==> config.mk <==
export PLATFORM = sky130hd
export DESIGN_NAME = bk_mac_accum_seq
export DESIGN_NICKNAME = d
export VERILOG_FILES = /design/src/rtl/bk_mac_accum_seq.sv
export SDC_FILE = /design/constraint.sdc
export NUM_CORES = 1
export LEC_CHECK = 0
export ABC_AREA = 1
export CORE_MARGIN = 4
export CORE_UTILIZATION = 40
export DETAILED_ROUTE_END_ITERATION = 8
export PLACE_DENSITY = 0.82
export SETUP_SLACK_MARGIN = 0.3
export SLEW_MARGIN = 15
export SYNTH_ARGS = -nofsm -noshare
export SYNTH_HDL_FRONTEND = slang
export SYNTH_SLANG_ARGS = --single-unit
==> constraint.sdc <==
create_clock -name clk -period 2.6 [get_ports clk]
set_clock_uncertainty 0.05 [all_clocks]
set_input_delay 0.39 -clock clk [delete_from_list [all_inputs] [get_ports clk]]
set_output_delay 0.39 -clock clk [all_outputs]
set_load 0.02 [all_outputs]
==> src/rtl/bk_mac_accum_seq.sv <==
// ============================================================================
//  bk_mac_accum_seq
//  64-bit unsigned product accumulator, time-sharing one 32-bit external adder
//  Revision: 1.0
// ============================================================================
`default_nettype none

module bk_mac_accum_seq #(
  parameter int CNT_W = 8
) (
  input  logic             clk,
  input  logic             rst_n,
  input  logic             start_i,
  input  logic [CNT_W-1:0] num_terms_i,
  input  logic             in_valid_i,
  input  logic [63:0]      in_data_i,
  output logic             in_ready_o,
  output logic [31:0]      add_a_o,
  output logic [31:0]      add_b_o,
  output logic             add_cin_o,
  input  logic [32:0]      add_sum_i,
  output logic [63:0]      acc_out_o,
  output logic             out_valid_o,
  input  logic             out_ready_i,
  output logic             busy_o,
  output logic             overflow_o
);

  typedef enum logic [2:0] {
    IDLE    = 3'd0,
    WAIT_IN = 3'd1,
    ADD_LO  = 3'd2,
    ADD_HI  = 3'd3,
    DONE    = 3'd4
  } state_e;

  localparam logic [CNT_W-1:0] c_CNT_ONE  = CNT_W'(1);
  localparam logic [CNT_W-1:0] c_CNT_ZERO = '0;

  state_e           state_q, state_d;
  logic [63:0]      acc_q, acc_d;
  logic [63:0]      op_q, op_d;
  logic             carry_q, carry_d;
  logic [CNT_W-1:0] count_q, count_d;
  logic             overflow_q, overflow_d;

  always_ff @(posedge clk or negedge rst_n) begin
    if (!rst_n) begin
      state_q    <= IDLE;
      acc_q      <= '0;
      op_q       <= '0;
      carry_q    <= 1'b0;
      count_q    <= '0;
      overflow_q <= 1'b0;
    end else begin
      state_q    <= state_d;
      acc_q      <= acc_d;
      op_q       <= op_d;
      carry_q    <= carry_d;
      count_q    <= count_d;
      overflow_q <= overflow_d;
    end
  end

  always_comb begin
    state_d     = state_q;
    acc_d       = acc_q;
    op_d        = op_q;
    carry_d     = carry_q;
    count_d     = count_q;
    overflow_d  = overflow_q;
    in_ready_o  = 1'b0;
    add_a_o     = '0;
    add_b_o     = '0;
    add_cin_o   = 1'b0;
    out_valid_o = 1'b0;
    acc_out_o   = '0;

    case (state_q)
      IDLE: begin
        if (start_i) begin
          acc_d      = '0;
          overflow_d = 1'b0;
          if (num_terms_i != c_CNT_ZERO) begin
            count_d = num_terms_i;
            state_d = WAIT_IN;
          end else begin
            state_d = DONE;
          end
        end
      end

      WAIT_IN: begin
        in_ready_o = 1'b1;
        if (in_valid_i) begin
          op_d    = in_data_i;
          state_d = ADD_LO;
        end
      end

      ADD_LO: begin
        add_a_o     = acc_q[31:0];
        add_b_o     = op_q[31:0];
        acc_d[31:0] = add_sum_i[31:0];
        carry_d     = add_sum_i[32];
        state_d     = ADD_HI;
      end

      // Carry out of the upper half is the carry out of bit 63 of the whole sum.
      ADD_HI: begin
        add_a_o      = acc_q[63:32];
        add_b_o      = op_q[63:32];
        add_cin_o    = carry_q;
        acc_d[63:32] = add_sum_i[31:0];
        overflow_d   = overflow_q | add_sum_i[32];
        count_d      = count_q - c_CNT_ONE;
        state_d      = (count_q == c_CNT_ONE) ? DONE : WAIT_IN;
      end

      DONE: begin
        out_valid_o = 1'b1;
        acc_out_o   = acc_q;
        if (out_ready_i) begin
          state_d = IDLE;
        end
      end

      default: begin
        state_d = IDLE;
      end
    endcase
  end

  assign busy_o     = (state_q != IDLE);
  assign overflow_o = overflow_q;

endmodule

`default_nettype wire

==> out/summary.json, run 1 <==
{
  "syn_to_final_growth": {"value": 45.9, "unit": "%"},
  "core_region_area": {"value": 16100, "unit": "µm²"},
  "period_share": {"value": 92.1, "unit": "%"},
  "netlist_instances": {"value": 842},
  "unrepaired_setup_endpoints_after_global_routing": {"value": "true"},
  "critical_path.reg2reg.startpoint": {"value": "state_q[2]"},
  "max_stage_delay": {"value": 0.46, "unit": "ns"},
  "final_area": {"value": 9680, "unit": "µm²"},
  "crit_type": {"value": "flip-flop to output pin"},
  "ys_top_cells_by_area": {"value": "dfrtp_1 (53%), nand2_1 (9.1%), o22ai_1 (9.1%)"},
  "worst_setup_hold_path_clk_slew": {"value": 0.06, "unit": "ns"},
  "crit_required": {"value": 2.16, "unit": "ns"},
  "initial_core_util": {"value": 41.3, "unit": "%"},
  "synth_warnings": {"value": 0},
  "crit_path_start_kind": {"value": "flip-flop"},
  "gr-usage-all-layers": {"value": 21.3, "unit": "%"},
  "finalWirelength": {"value": 20800, "unit": "µm"},
  "fraction_of_layout_instances_using_a_drive_strength_above_1": {"value": 17.1, "unit": "%"},
  "grt_pass1_wl": {"value": 31100, "unit": "µm"},
  "slew_at_the_pin_with_the_worst_max_slew_slack": {"value": 0.561, "unit": "ns"},
  "holdCritStartpoint": {"value": "op_q[44]"},
  "post_synth.cell_area_avg": {"value": 7.88, "unit": "µm²"},
  "seq_area_frac_synth": {"value": 53.2, "unit": "%"},
  "max_freq": {"value": 418, "unit": "MHz"},
  "tritoncts": {"value": "built"},
  "worstSkewPairLatency": {"value": 0.41, "unit": "ns"},
  "floorplan.die_area": {"value": 18700, "unit": "µm²"},
  "final_cell_count_no_fill": {"value": 1314},
  "cts_buffers": {"value": 17},
  "detail_route.wl_per_cell": {"value": 15.8, "unit": "µm"},
  "maxSlewViolCount": {"value": 0},
  "worstPathMaxFanout": {"value": 6},
  "placed_cell_area": {"value": 9300, "unit": "µm²"},
  "grt_start_max_net_pins": {"value": 79},
  "yosys.cell_types.count": {"value": 22},
  "p_per_area": {"value": 1130, "unit": "nW/µm²"},
  "cp_slowest_cell": {"value": "dfrtp_2"},
  "worstPathCellList": {"value": "nor3_4 > clkinv_4 > buf_2 > buf_4 > nor2_1 > dlymetal6s2s_1"},
  "gp_routability_congestion": {"value": 0.889},
  "cp_data_arrival_time": {"value": 1.95, "unit": "ns"},
  "dp_hpwl": {"value": 14000, "unit": "µm"},
  "power.static_leakage": {"value": 5.20, "unit": "nW"},
  "final_antenna_diode_count": {"value": 0},
  "post-place-ws": {"value": 0.148, "unit": "ns"},
  "timing.setup.tns": {"value": 0, "unit": "ns"},
  "max-clock-path-buffers": {"value": 2},
  "pin_count": {"value": 243},
  "cell_area_after_technology_mapping": {"value": 6630, "unit": "µm²"},
  "clock_tree.htree_level_count": {"value": 4},
  "drt_initial_violations": {"value": 430},
  "yosys_register_bits": {"value": 141},
  "grt_overflow_total": {"value": 0},
  "cts_root_buf": {"value": "clkbuf_16"},
  "outcome": {"value": "finished, final reports clean"},
  "via_count": {"value": 6558},
  "drcViolationCount": {"value": 0},
  "ir_worst_vdd": {"value": 0.000624, "unit": "V"},
  "synth_top_area_cell": {"value": "dfrtp_1"},
  "maxSlewHeadroom": {"value": 62.6, "unit": "%"},
  "drt.antenna.violating_nets": {"value": 0},
  "layout_min_cycle_time": {"value": 2.39, "unit": "ns"},
  "io_buffers": {"value": 242},
  "layout_setup_ws": {"value": 0.207, "unit": "ns"},
  "startpoint_of_the_worst_setup_timing_path": {"value": "state_q[1]"},
  "mappedNetlistNets": {"value": 954},
  "min-delay-path-class": {"value": "flip-flop to flip-flop"},
  "placementRows": {"value": 46},
  "num-nets-final": {"value": 1198},
  "floorplan.die.width": {"value": 137, "unit": "µm"},
  "initial_antenna_violation_count": {"value": 0},
  "dr.pass1.iters": {"value": 5},
  "post_drt_via_cell_ratio": {"value": 4.99},
  "timing.final.setup_violations": {"value": 0},
  "area_fraction_of_the_dominant_cell_type_after_synthesis": {"value": 53.2, "unit": "%"},
  "die_extent_in_y": {"value": 137, "unit": "µm"},
  "placed_cells": {"value": 1265},
  "first_global_vias": {"value": 6037},
  "hold_viol_final": {"value": 0},
  "timing.critical_path.to_type": {"value": "output pin"},
  "max_cap_viol_count": {"value": 0},
  "clock_sink_count": {"value": 141}
}
[metal layers]
metal	vias up	track usage (%)	routed length, µm
met5	-	0	0
met4	0	6.60	346
met3	24	6.95	2210
met2	298	36.0	9940
met1	3071	25.9	8270
li1	3165	-	-
[cells in the final DEF, fill, tap and decap left out, types with 2 or more instances in the layout]
master / n
nand2_2: 2
clkbuf_8: 2
clkinv_2: 4
inv_2: 3
dfrtp_2: 3
nand2_1: 160
clkinvlp_4: 2
nand3_4: 2
inv_1: 143
clkinv_4: 3
bufinv_16: 3
clkbuf_2: 35
dfrtp_1: 138
clkdlybuf4s50_1: 110
clkbuf_16: 18
nand3_2: 2
buf_4: 34
o21ai_0: 42
o22ai_1: 95
buf_6: 2
inv_4: 3
buf_2: 57
nor2_1: 113
dlymetal6s2s_1: 11
a21oi_1: 34
nand3_1: 40
dlygate4sd2_1: 17
buf_12: 5
ha_1: 2
[where the power goes]
group          total, mW  leakage (nW)  internal, mW  switching [mW]
sequential          3.65          1.74          3.24           0.416
clock               2.45         0.292          1.55           0.900
combinational       4.88          3.17          1.71            3.17
total               11.0          5.20          6.50            4.49
[what timing repair did]
item	CTS	global route
pin swaps	2	1
endpoints found under the setup margin	131	130
endpoints found under the hold margin	57	0
gates cloned	2	1
hold buffers	1	0
gates resized for setup	222	247
buffers inserted	3	11
[synth_stat cells (all sizes together)]
library cell,n
a21oi,34
buf,23
clkbuf,29
dfrtp,141
ha,2
inv,151
nand2,163
nand3,43
nand4,1
nor2,114
nor3,2
o21ai,43
o22ai,96
[path summary, 6_finish.rpt]
kind	slack [ns]	endpoint	cells past startpoint
min reg2reg	0.42	op_q[44]	2
max in group asynchronous	1.29	acc_q[50]	3
max reg2reg	0.79	op_q[1]	7
min in group asynchronous	0.48	count_q[5]	2
max	0.21	acc_out_o[32]	6
min	0.42	op_q[44]	2
[critical path: cells and delay by family, from the launching register on]
kind	cells	cell delay, ns
buffers and inverters	4	0.73
AND/OR/NAND/NOR	2	0.35
flip-flops	1	0.46
[flip-flops by register name (all words and copies together) (netlist names)]
name        flops
op_q           64
count_q         8
acc_q          64
state_q         3
overflow_o      1
carry_q         1
[cell families (layout without fill, tap and decap cells)]
logic type	count (synthesis)	after routing	synth area share [%]
flip-flops	141	141	53.2
adder cells (fa/ha/maj)	2	2	0.377
AO/OA/AOI/OAI	173	173	14.9
buffers and inverters	203	458	12.0
AND/OR/NAND/NOR	323	324	19.5
[area by class of cell]
type | count | area (µm²)
fill | 1449 | 6380
sequential | 141 | 3530
multi-input combinational | 499 | 2360
timing repair buffer | 276 | 2330
inverter | 151 | 587
clock buffer | 20 | 457
tap | 216 | 270
clock inverter | 11 | 143
[stage by stage]
step	util (%)	hold WS, ns	total power [mW]
5_1_grt	60.3	0.432	11.7
3_3_place_gp	57.9	0.342	8.47
4_1_cts	62.1	0.423	11.0
6_report	60.3	0.421	11.0
3_5_place_dp	57.9	0.344	8.61
2_1_floorplan	-	0.0444	6.68
(Power assumes the default switching activity.)
==> run 2, diff against run 1 <==
--- a/config.mk
+++ b/config.mk
@@ -8,6 +8,7 @@
 export ABC_AREA = 1
 export CORE_MARGIN = 4
 export CORE_UTILIZATION = 40
+export CTS_CLUSTER_DIAMETER = 60
 export DETAILED_ROUTE_END_ITERATION = 8
 export PLACE_DENSITY = 0.82
 export SETUP_SLACK_MARGIN = 0.3
==> results of run 2 <==
The final DEF is identical to that of run 1; final timing and power are the same.
